$ cat src/rtl/secuenciador_dosis_pkg.sv
// Shared definitions for the dosing sequencer: FSM states, colour indices
// and the default prescaler ratio (100 ms per dose unit at 50 MHz).
package secuenciador_dosis_pkg;

  typedef enum logic [2:0] {
    IDLE   = 3'd0,
    RUN_R  = 3'd1,
    GAP_RG = 3'd2,
    RUN_G  = 3'd3,
    GAP_GB = 3'd4,
    RUN_B  = 3'd5,
    DONE   = 3'd6
  } state_t;

  localparam int IDX_R = 0;
  localparam int IDX_G = 1;
  localparam int IDX_B = 2;

  localparam int TICK_DIV_DEFAULT = 5000000;

  function automatic logic [2:0] motor_of(input state_t s);
    case (s)
      RUN_R:   motor_of = 3'b001;
      RUN_G:   motor_of = 3'b010;
      RUN_B:   motor_of = 3'b100;
      default: motor_of = 3'b000;
    endcase
  endfunction

  function automatic logic is_run(input state_t s);
    return (s == RUN_R) || (s == RUN_G) || (s == RUN_B);
  endfunction

endpackage

$ cat src/rtl/secuenciador_dosis_if.sv
// Control/status bundle between the system FSM, dose memory and the sequencer.
interface secuenciador_dosis_if #(
  parameter int W = 5
);
  logic         start;
  logic         abort;
  logic [W-1:0] ciclos_R;
  logic [W-1:0] ciclos_G;
  logic [W-1:0] ciclos_B;
  logic [2:0]   motores;
  logic [2:0]   flags;
  logic         busy;
  logic         done;
  logic [W-1:0] restante;

  modport master (
    output start, abort, ciclos_R, ciclos_G, ciclos_B,
    input  motores, flags, busy, done, restante
  );

  modport slave (
    input  start, abort, ciclos_R, ciclos_G, ciclos_B,
    output motores, flags, busy, done, restante
  );
endinterface

$ cat src/rtl/secuenciador_dosis_prescaler_tick.sv
// Free-running divider emitting a one-cycle tick every TICK_DIV enabled cycles,
// with a synchronous clear so each new phase starts a fresh unit.
module prescaler_tick
  import secuenciador_dosis_pkg::*;
#(
  parameter int TICK_DIV = TICK_DIV_DEFAULT
) (
  input  logic clk,
  input  logic reset,
  input  logic clr,
  input  logic en,
  output logic tick
);
  localparam int PW = $clog2(TICK_DIV);
  localparam logic [PW-1:0] LAST = PW'(TICK_DIV - 1);

  logic [PW-1:0] count;

  assign tick = en && (count == LAST);

  always_ff @(posedge clk or negedge reset) begin
    if (!reset)
      count <= '0;
    else if (clr || !en || tick)
      count <= '0;
    else
      count <= count + 1'b1;
  end
endmodule

$ cat src/rtl/secuenciador_dosis.sv
// R -> G -> B pump sequencer: latches dose counts on start, runs each non-zero
// colour for count x TICK_DIV cycles with optional idle gaps in between.
module secuenciador_dosis
  import secuenciador_dosis_pkg::*;
#(
  parameter int TICK_DIV  = TICK_DIV_DEFAULT,
  parameter int GAP_UNITS = 2,
  parameter int W         = 5
) (
  input logic               clk,
  input logic               reset,
  secuenciador_dosis_if.slave bus
);
  localparam int GW = (GAP_UNITS > 1) ? $clog2(GAP_UNITS + 1) : 1;

  state_t         state, state_next;
  logic [W-1:0]   c_r, c_g, c_b, c_r_next, c_g_next, c_b_next;
  logic [W-1:0]   rest_q, rest_next;
  logic [GW-1:0]  gap_q, gap_next;
  logic [2:0]     flags_q, flags_next;
  logic [2:0]     motores_q;
  logic           busy_q, done_q;
  logic           tick, last_unit, pre_en, pre_clr;

  assign pre_en  = is_run(state) || (state == GAP_RG) || (state == GAP_GB);
  assign pre_clr = bus.abort || (state_next != state);

  prescaler_tick #(.TICK_DIV(TICK_DIV)) u_prescaler (
    .clk   (clk),
    .reset (reset),
    .clr   (pre_clr),
    .en    (pre_en),
    .tick  (tick)
  );

  always_ff @(posedge clk or negedge reset) begin
    if (!reset) begin
      state     <= IDLE;
      c_r       <= '0;
      c_g       <= '0;
      c_b       <= '0;
      rest_q    <= '0;
      gap_q     <= '0;
      flags_q   <= '0;
      motores_q <= '0;
      busy_q    <= 1'b0;
      done_q    <= 1'b0;
    end else begin
      state     <= state_next;
      c_r       <= c_r_next;
      c_g       <= c_g_next;
      c_b       <= c_b_next;
      rest_q    <= rest_next;
      gap_q     <= gap_next;
      flags_q   <= flags_next;
      motores_q <= motor_of(state_next);
      busy_q    <= (state_next != IDLE);
      done_q    <= (state_next == DONE);
    end
  end

  always_comb begin
    state_next = state;
    c_r_next   = c_r;
    c_g_next   = c_g;
    c_b_next   = c_b;
    rest_next  = rest_q;
    gap_next   = gap_q;
    flags_next = flags_q;
    last_unit  = tick && (rest_q == W'(1));

    if (bus.abort) begin
      state_next = IDLE;
      flags_next = '0;
    end else begin
      case (state)
        IDLE: if (bus.start) begin
          c_r_next   = bus.ciclos_R;
          c_g_next   = bus.ciclos_G;
          c_b_next   = bus.ciclos_B;
          flags_next = '0;
          // Leading zero-count colours are reported done at the moment they are skipped
          if (bus.ciclos_R != '0) begin
            state_next = RUN_R;
          end else if (bus.ciclos_G != '0) begin
            flags_next[IDX_R] = 1'b1;
            state_next = RUN_G;
          end else if (bus.ciclos_B != '0) begin
            flags_next[IDX_R] = 1'b1;
            flags_next[IDX_G] = 1'b1;
            state_next = RUN_B;
          end else begin
            flags_next = 3'b111;
            state_next = DONE;
          end
        end
        RUN_R: begin
          if (tick) rest_next = rest_q - W'(1);
          if (last_unit) begin
            flags_next[IDX_R] = 1'b1;
            if (c_g != '0) begin
              state_next = (GAP_UNITS > 0) ? GAP_RG : RUN_G;
            end else if (c_b != '0) begin
              flags_next[IDX_G] = 1'b1;
              state_next = (GAP_UNITS > 0) ? GAP_GB : RUN_B;
            end else begin
              flags_next[IDX_G] = 1'b1;
              flags_next[IDX_B] = 1'b1;
              state_next = DONE;
            end
          end
        end
        RUN_G: begin
          if (tick) rest_next = rest_q - W'(1);
          if (last_unit) begin
            flags_next[IDX_G] = 1'b1;
            if (c_b != '0) begin
              state_next = (GAP_UNITS > 0) ? GAP_GB : RUN_B;
            end else begin
              flags_next[IDX_B] = 1'b1;
              state_next = DONE;
            end
          end
        end
        RUN_B: begin
          if (tick) rest_next = rest_q - W'(1);
          if (last_unit) begin
            flags_next[IDX_B] = 1'b1;
            state_next = DONE;
          end
        end
        GAP_RG, GAP_GB: if (tick) begin
          gap_next = gap_q - GW'(1);
          if (gap_q == GW'(1)) state_next = (state == GAP_RG) ? RUN_G : RUN_B;
        end
        DONE:    state_next = IDLE;
        default: state_next = IDLE;
      endcase
    end

    // Counters are reloaded on the edge that enters a new phase
    if (state_next != state) begin
      case (state_next)
        RUN_R:          rest_next = c_r_next;
        RUN_G:          rest_next = c_g_next;
        RUN_B:          rest_next = c_b_next;
        GAP_RG, GAP_GB: gap_next  = GW'(GAP_UNITS);
        default:        ;
      endcase
    end
    if (!is_run(state_next)) rest_next = '0;
  end

  assign bus.motores  = motores_q;
  assign bus.flags    = flags_q;
  assign bus.busy     = busy_q;
  assign bus.done     = done_q;
  assign bus.restante = rest_q;
endmodule

$ cat src/flat_wrapper.sv
// flat-port wrapper written by rule: the top's interface ports become plain ports
module secuenciador_dosis_flat import secuenciador_dosis_pkg::*;
#(
  parameter int TICK_DIV  = TICK_DIV_DEFAULT,
  parameter int GAP_UNITS = 2,
  parameter int W         = 5
)
  (clk, reset, bus_start, bus_abort, bus_ciclos_R, bus_ciclos_G, bus_ciclos_B, bus_motores, bus_flags, bus_busy, bus_done, bus_restante);
  secuenciador_dosis_if #(.W(W)) bus_i ();
  input logic clk;
  input logic reset;
  input wire logic [$bits(bus_i.start)-1:0] bus_start;
  input wire logic [$bits(bus_i.abort)-1:0] bus_abort;
  input wire logic [$bits(bus_i.ciclos_R)-1:0] bus_ciclos_R;
  input wire logic [$bits(bus_i.ciclos_G)-1:0] bus_ciclos_G;
  input wire logic [$bits(bus_i.ciclos_B)-1:0] bus_ciclos_B;
  output wire logic [$bits(bus_i.motores)-1:0] bus_motores;
  output wire logic [$bits(bus_i.flags)-1:0] bus_flags;
  output wire logic [$bits(bus_i.busy)-1:0] bus_busy;
  output wire logic [$bits(bus_i.done)-1:0] bus_done;
  output wire logic [$bits(bus_i.restante)-1:0] bus_restante;
  assign bus_i.start = bus_start;
  assign bus_i.abort = bus_abort;
  assign bus_i.ciclos_R = bus_ciclos_R;
  assign bus_i.ciclos_G = bus_ciclos_G;
  assign bus_i.ciclos_B = bus_ciclos_B;
  assign bus_motores = bus_i.motores;
  assign bus_flags = bus_i.flags;
  assign bus_busy = bus_i.busy;
  assign bus_done = bus_i.done;
  assign bus_restante = bus_i.restante;
  secuenciador_dosis #(.TICK_DIV(TICK_DIV), .GAP_UNITS(GAP_UNITS), .W(W)) u_core (.clk(clk), .reset(reset), .bus(bus_i));
endmodule
$ cat config.mk
export PLATFORM = sky130hd
export DESIGN_NAME = secuenciador_dosis_flat
export DESIGN_NICKNAME = d
export VERILOG_FILES = /design/src/rtl/secuenciador_dosis_pkg.sv /design/src/rtl/secuenciador_dosis_if.sv /design/src/rtl/secuenciador_dosis_prescaler_tick.sv /design/src/rtl/secuenciador_dosis.sv /design/src/flat_wrapper.sv
export SDC_FILE = /design/constraint.sdc
export NUM_CORES = 1
export LEC_CHECK = 0
export CAP_MARGIN = 30
export CELL_PAD_IN_SITES_DETAIL_PLACEMENT = 1
export CELL_PAD_IN_SITES_GLOBAL_PLACEMENT = 1
export CORE_MARGIN = 5
export CORE_UTILIZATION = 30
export DETAILED_ROUTE_END_ITERATION = 16
export GPL_TIMING_DRIVEN = 1
export PLACE_DENSITY_LB_ADDON = 0.3
export SLEW_MARGIN = 10
export SYNTH_ARGS = -nofsm -noshare
export SYNTH_HDL_FRONTEND = slang
export SYNTH_SLANG_ARGS = --single-unit
$ cat constraint.sdc
create_clock -name clk -period 2.7 [get_ports clk]
set_input_delay 0.405 -clock clk [delete_from_list [all_inputs] [get_ports clk]]
set_output_delay 0.405 -clock clk [all_outputs]
set_load 0.01 [all_outputs]
# ---- Yosys cells after proc, flatten, opt, wreduce, memory -nomap -nowiden
# Cells that the tools add are included.
dict set report word_totals {
  register_bits 56
  input_bits 19
  out_inout_bits 13
  word_cells 113
}
dict set report op_classes {
  add_sub_neg 3
  n_eq_ne 20
  mux 49
  n_reduce_logical 28
}
# op n
set ops {}
lappend ops {{2-to-1 mux 5 bit} 14}
lappend ops {{2-to-1 mux 3 bit} 15}
lappend ops {{nonzero test 5 bit} 6}
lappend ops {{adder 23 x 1 -> 23 bit, second input constant} 1}
lappend ops {{equality test 23 bit, second input constant} 1}
lappend ops {{2-to-1 mux 23 bit} 1}
lappend ops {{2-to-1 mux 2 bit} 10}
lappend ops {{equality test 3 bit, second input constant} 5}
lappend ops {{case mux 3 bit (5 select lines)} 1}
lappend ops {{case mux 5 bit (3 select lines)} 1}
lappend ops {{equality test 3 x 2 -> 1 bit, second input constant} 4}
lappend ops {{logical OR 1 bit} 9}
lappend ops {{inequality test 3 x 2 -> 1 bit, second input constant} 3}
lappend ops {{case mux 3 bit (3 select lines)} 1}
lappend ops {{equality test 3 x 1 -> 1 bit, second input constant} 2}
lappend ops {{inequality test 3 bit, second input constant} 2}
lappend ops {{AND reduction 6 bit} 1}
lappend ops {{nonzero test 3 bit} 2}
lappend ops {{equality test 5 x 1 -> 1 bit, second input constant} 1}
lappend ops {{AND reduction 5 bit} 1}
lappend ops {{subtractor 5 x 1 -> 5 bit, second input constant} 1}
lappend ops {{case mux 1 bit (4 select lines)} 1}
lappend ops {{nonzero test 4 bit} 1}
lappend ops {{OR reduction 2 bit} 2}
lappend ops {{other kinds (11)} 14}

# ---- Longest topological paths before layout
dict set report logic_depth {
  ltp_word 15
  depth_mapped 10
  ltp_nobuf 9
}

# ---- By module
# A second synthesis with hierarchy kept.
dict set report hier_totals {
  cells_unflattened 310
  area_unflattened_um2 3010.4
}
# mod n_inst cells_per_inst area_per_inst_um2
set by_module_without_submodules {}
lappend by_module_without_submodules {secuenciador_dosis 1 183 1813.0}
lappend by_module_without_submodules {prescaler_tick 1 127 1197.4}

# ---- Worst setup path before layout
# Ideal clock, no wire load.
dict set report synth_timing {
  kind {input to register}
  start {input port bus_ciclos_R[0]}
  end {register u_core.gap_q[1]}
  setup_ns 0.120
  arrival_time_ns 2.507
  required_time_ns 2.580
  path_slack_ns 0.073
  path_stages 8
  n_path_buf 1
  cell_sequence {or4_4 > nor4_4 > a21boi_2 > or4_4 > o221a_4 > or2_1 > buf_6 > a31o_1}
}
dict set report synth_between {
  elab_chain_len 9
}
# element line
set synth_rtl {}
lappend synth_rtl {{start, declared} flat_wrapper.sv:14} ;# input wire logic [$bits(bus_i.ciclos_R)-1:0] bus_ciclos_R;
lappend synth_rtl {{nonzero test 5 bit (*)} secuenciador_dosis.sv:83} ;# if (bus.ciclos_R != '0) begin
lappend synth_rtl {{2-to-1 mux 3 bit (*)} secuenciador_dosis.sv:83}
lappend synth_rtl {{2-to-1 mux 3 bit (*)} secuenciador_dosis.sv:77} ;# IDLE: if (bus.start) begin
lappend synth_rtl {{case mux 3 bit (5 select lines) (*)} secuenciador_dosis.sv:76} ;# case (state)
lappend synth_rtl {{2-to-1 mux 3 bit (*)} secuenciador_dosis.sv:72} ;# if (bus.abort) begin
lappend synth_rtl {{equality test 3 x 2 -> 1 bit or equality test 3 bit (tied branches)} secuenciador_dosis.sv:143} ;# case (state_next)
lappend synth_rtl {{OR reduction 2 bit} secuenciador_dosis.sv:143}
lappend synth_rtl {{2-to-1 mux 2 bit} secuenciador_dosis.sv:143}
lappend synth_rtl {{2-to-1 mux 2 bit (*)} secuenciador_dosis.sv:142} ;# if (state_next != state) begin
lappend synth_rtl {{via u_core.gap_next[1]} secuenciador_dosis.sv:19} ;# logic [GW-1:0] gap_q, gap_next;
lappend synth_rtl {{end signal, assigned} secuenciador_dosis.sv:54} ;# gap_q <= gap_next;
lappend synth_rtl {{end, declared} secuenciador_dosis.sv:19}
# The timed path passes the listed nets; every way through them passes the cells marked *.
# A chain may end at the register's enable or synchronous reset.

# ---- Final worst setup path
dict set report layout_timing {
  start {input port bus_ciclos_G[2]}
  end {register u_core.gap_q[1]}
}
dict set report layout_between {
  elab_chain_len 10
}
# element line
set layout_rtl {}
lappend layout_rtl {{start, declared} flat_wrapper.sv:15} ;# input wire logic [$bits(bus_i.ciclos_G)-1:0] bus_ciclos_G;
lappend layout_rtl {{nonzero test 5 bit (*)} secuenciador_dosis.sv:85} ;# end else if (bus.ciclos_G != '0) begin
lappend layout_rtl {{2-to-1 mux 3 bit (*)} secuenciador_dosis.sv:85}
lappend layout_rtl {{2-to-1 mux 3 bit (*)} secuenciador_dosis.sv:83}
lappend layout_rtl {{2-to-1 mux 3 bit (*)} secuenciador_dosis.sv:77}
lappend layout_rtl {{case mux 3 bit (5 select lines) (*)} secuenciador_dosis.sv:76}
lappend layout_rtl {{2-to-1 mux 3 bit (*)} secuenciador_dosis.sv:72}
lappend layout_rtl {{equality test 3 x 2 -> 1 bit or equality test 3 bit (tied branches)} secuenciador_dosis.sv:143}
lappend layout_rtl {{OR reduction 2 bit} secuenciador_dosis.sv:143}
lappend layout_rtl {{2-to-1 mux 2 bit} secuenciador_dosis.sv:143}
lappend layout_rtl {{2-to-1 mux 2 bit (*)} secuenciador_dosis.sv:142}
lappend layout_rtl {{via u_core.gap_next[1]} secuenciador_dosis.sv:19}
# Marks and branches as above.

==> impl_metrics.ini <==
[min_path]
hold_path_class = input port to asynchronous set/reset pin

[detailed_routing]
num_vias = 2629
drt_first_iter_violations = 68
drt_pre_antenna_iters = 4
vias_per_cell = 5.08
drtAntennaViolNets = 0
wire_per_inst_um = 16.8
drc = 0
wl_mm = 8.71

[synth]
synth-xor-area-share_pct = 7.46
synthMuxAreaShare_pct = 6.15
synthDominantCellAreaShare_pct = 45.9
ys_async_sr_fraction_pct = 100
yosys.area_share.simple_pct = 22.7
yosysUniqueCellTypes = 58
synth_compound_area_share_pct = 13.2
synth_edf_count = 0
ys_ff_latch = 56
netlist_instances = 309
synth-adder-area-share_pct = 1.64
synth_area_per_cell_um2 = 9.88
netlist_area_um2 = 3050
synth_area_leaders = dfrtp_1, mux2_2, nor2_1
ys_top_cells_by_count = dfrtp_1, nor2_1, nand2_1
synth_most_common_cell = dfrtp_1
synth_warnings = 0
synth_top_cell_by_area = dfrtp_1
yosysSeqAreaShare_pct = 45.9
synth_top_family_by_area = simple AND/OR/NAND/NOR gates
ys.flop_type = dfrtp_1
syn-num-nets = 332

[grt]
gr-max-usage-layer = met2
met2_usage_pct = 25.4
grt_overflow_total = 0
first_global_vias = 2855
grt_max_degree = 57
antenna_found_initial = 0
use_met1_pct = 17.6
use_met3_pct = 3.00
grt_pass1_wl_mm = 14.6
grtUsageTotal_pct = 14.3

[timing]
layout_min_cycle_time_ns = 2.65
drv_slew = 0
clock.fmax_mhz = 378
clock_skew_ns = 0.0132
max_slew_margin_pct = 65.9
period_share_pct = 98.1
setup_viol = 0
worst_pin_slew_ns = 0.511
final_hold_viol_count = 0

[floorplan]
coreArea_um2 = 9860
io_pins = 32
initial_core_util_pct = 30.9
dieArea_um2 = 12300
die_w_um = 111
rows = 36
die_y_um = 111

[place]
gp_congestion = 0.847
place_area_um2 = 3840
hpwl_mm = 6.67
dp_cells = 509
portBuffers = 31

[cts]
cts.sinks = 56
worstSkewPairLatency_ns = 0.32
clkSlewWorstSetupHoldPaths_ns = 0.11
numCtsBuffers = 5
tritoncts = built
h-tree-depth = 2
cts_hold_buf = 0
root_buffer = clkbuf_8
cts_max_path_buffers = 2

[critical_path]
crit_path_max_incr_delay_ns = 0.57
cp-end-kind = flip-flop
worstSetupPathType = input port to flip-flop
worst-r2r-setup-slack_ns = 0.17
crit_path_start_kind = input port
cpMostUsedCell = or4_4
cp_max_fo = 7
cp_data_required_time_ns = 2.92
crit_chain = clkdlybuf4s50_1 -> or4_4 -> nor4_4 -> a21boi_2 -> or4_4 -> o221a_4 -> or2_4 -> a31o_1
cp_slowest_cell = or4_4
critPathArrivalTime_ns = 2.87

[cells_and_area]
stdcell_area_um2 = 4020
final_util_pct = 40.8
nets = 407
drive_gt1_share_pct = 25.2
num-fill-cells = 1140
area_delta_synth_final_pct = 31.8
antenna_cells = 0
instances_no_fill = 518

[power]
comb_power_share_pct = 19.8
internal_power_w = 0.00126
ir_worst_vdd_uv = 223
power_density_nw_per_um2 = 439
power_w = 0.00177
p_sw_share_pct = 28.9
clockPowerShare_pct = 27.7
seqPwrFrac_pct = 52.5
p_sw_w = 0.000511
leakage_nw = 1.66

[run]
drv_cap = 0

[status]
outcome = complete, no violations
[state kept, by name, indices dropped and copies added, names as in the netlist, 2 cells and up]
register,count
u_core.state,3
u_core.gap_q,2
u_core.bus.flags,3
u_core.c_r,5
u_core.bus.motores,3
u_core.c_g,5
u_core.u_prescaler.count,23
u_core.c_b,5
u_core.bus.restante,5
[logic make-up after synthesis]
logic type               count (synthesis)
XOR/XNOR                                26
buffers and inverters                   21
multiplexers                            17
adder cells (fa/ha/maj)                  4
flip-flops                              56
AO/OA/AOI/OAI                           57
AND/OR/NAND/NOR                        128
[per-layer routing]
| layer | wire [µm] | vias to the layer above |
|---|---|---|
| met3 | 227 | 8 |
| met1 | 3920 | 1326 |
| li1 | - | 1265 |
| met5 | 0 | - |
| met2 | 4470 | 30 |
| met4 | 96 | 0 |
[final cells by class]
class                      instances  area (µm²)  share of cell area [%]
clock buffer                       5        68.8                    1.71
sequential                        56        1400                    34.8
tap                              133         166                    4.14
inverter                          10        38.8                   0.964
clock inverter                     3        22.5                   0.560
multi-input combinational        232        1650                    40.9
timing repair buffer              79         678                    16.9
[critical path, delay by kind of cell]
kind,cells,cell delay (ns)
AO/OA/AOI/OAI,3,0.42
buffers and inverters,1,0.42
AND/OR/NAND/NOR,4,1.63
[per-stage QoR]
step	setup slack, ns	hold slack (ns)	TNS (ns)
after global routing	-0.0199	0.0993	-0.0206
after detailed placement	-0.408	0.436	-3.06
after CTS	0.00781	0.0830	0
final	0.0523	0.0740	0
after floorplan	0.0732	0.109	0
after global placement	-0.340	0.429	-2.62
[power by group through the flow]
stage	registers (W)	logic [W]	clock network, W
global route	0.000937	0.000383	0.000543
detailed placement	0.000945	0.000341	0
floorplan	0.000943	0.000173	0
global placement	0.000942	0.000334	0
CTS	0.000928	0.000346	0.000508
finish	0.000928	0.000349	0.000489
[layout by cell type, fill, tap and decap left out, types with 4 or more instances in the layout]
| cell | n |
|---|---|
| a21oi_1 | 10 |
| dfrtp_1 | 56 |
| inv_1 | 9 |
| nand2_1 | 24 |
| and3_1 | 6 |
| nor3_1 | 10 |
| o31ai_2 | 4 |
| clkdlybuf4s50_1 | 30 |
| o21ai_0 | 11 |
| ha_1 | 4 |
| nand4_1 | 6 |
| and4_1 | 4 |
| clkbuf_8 | 5 |
| xnor2_1 | 14 |
| nor2_1 | 34 |
| mux2_2 | 14 |
| nand3_1 | 12 |
| a31oi_1 | 6 |
| buf_4 | 47 |
| xor2_1 | 12 |
[repair_timing]
item                                    4_1_cts  5_1_grt
pin swaps                                     0        4
buffers inserted                              0        1
resized for setup                             3       14
endpoints found under the setup margin        6        8
[final timing paths]
check                                                   from                     endpoint  cells after the start
worst max register to register  u_core.u_prescaler.count[12]       u_core.bus.restante[1]                      9
min in group clk                 u_core.u_prescaler.count[0]  u_core.u_prescaler.count[0]                      1
worst min-delay path                                   reset                u_core.c_b[0]                      2
worst max-delay path                         bus_ciclos_G[2]              u_core.gap_q[1]                      8
worst min register to register   u_core.u_prescaler.count[0]  u_core.u_prescaler.count[0]                      1
max in group asynchronous                              reset  u_core.u_prescaler.count[1]                      2
Power figures use the tool's default switching activity.
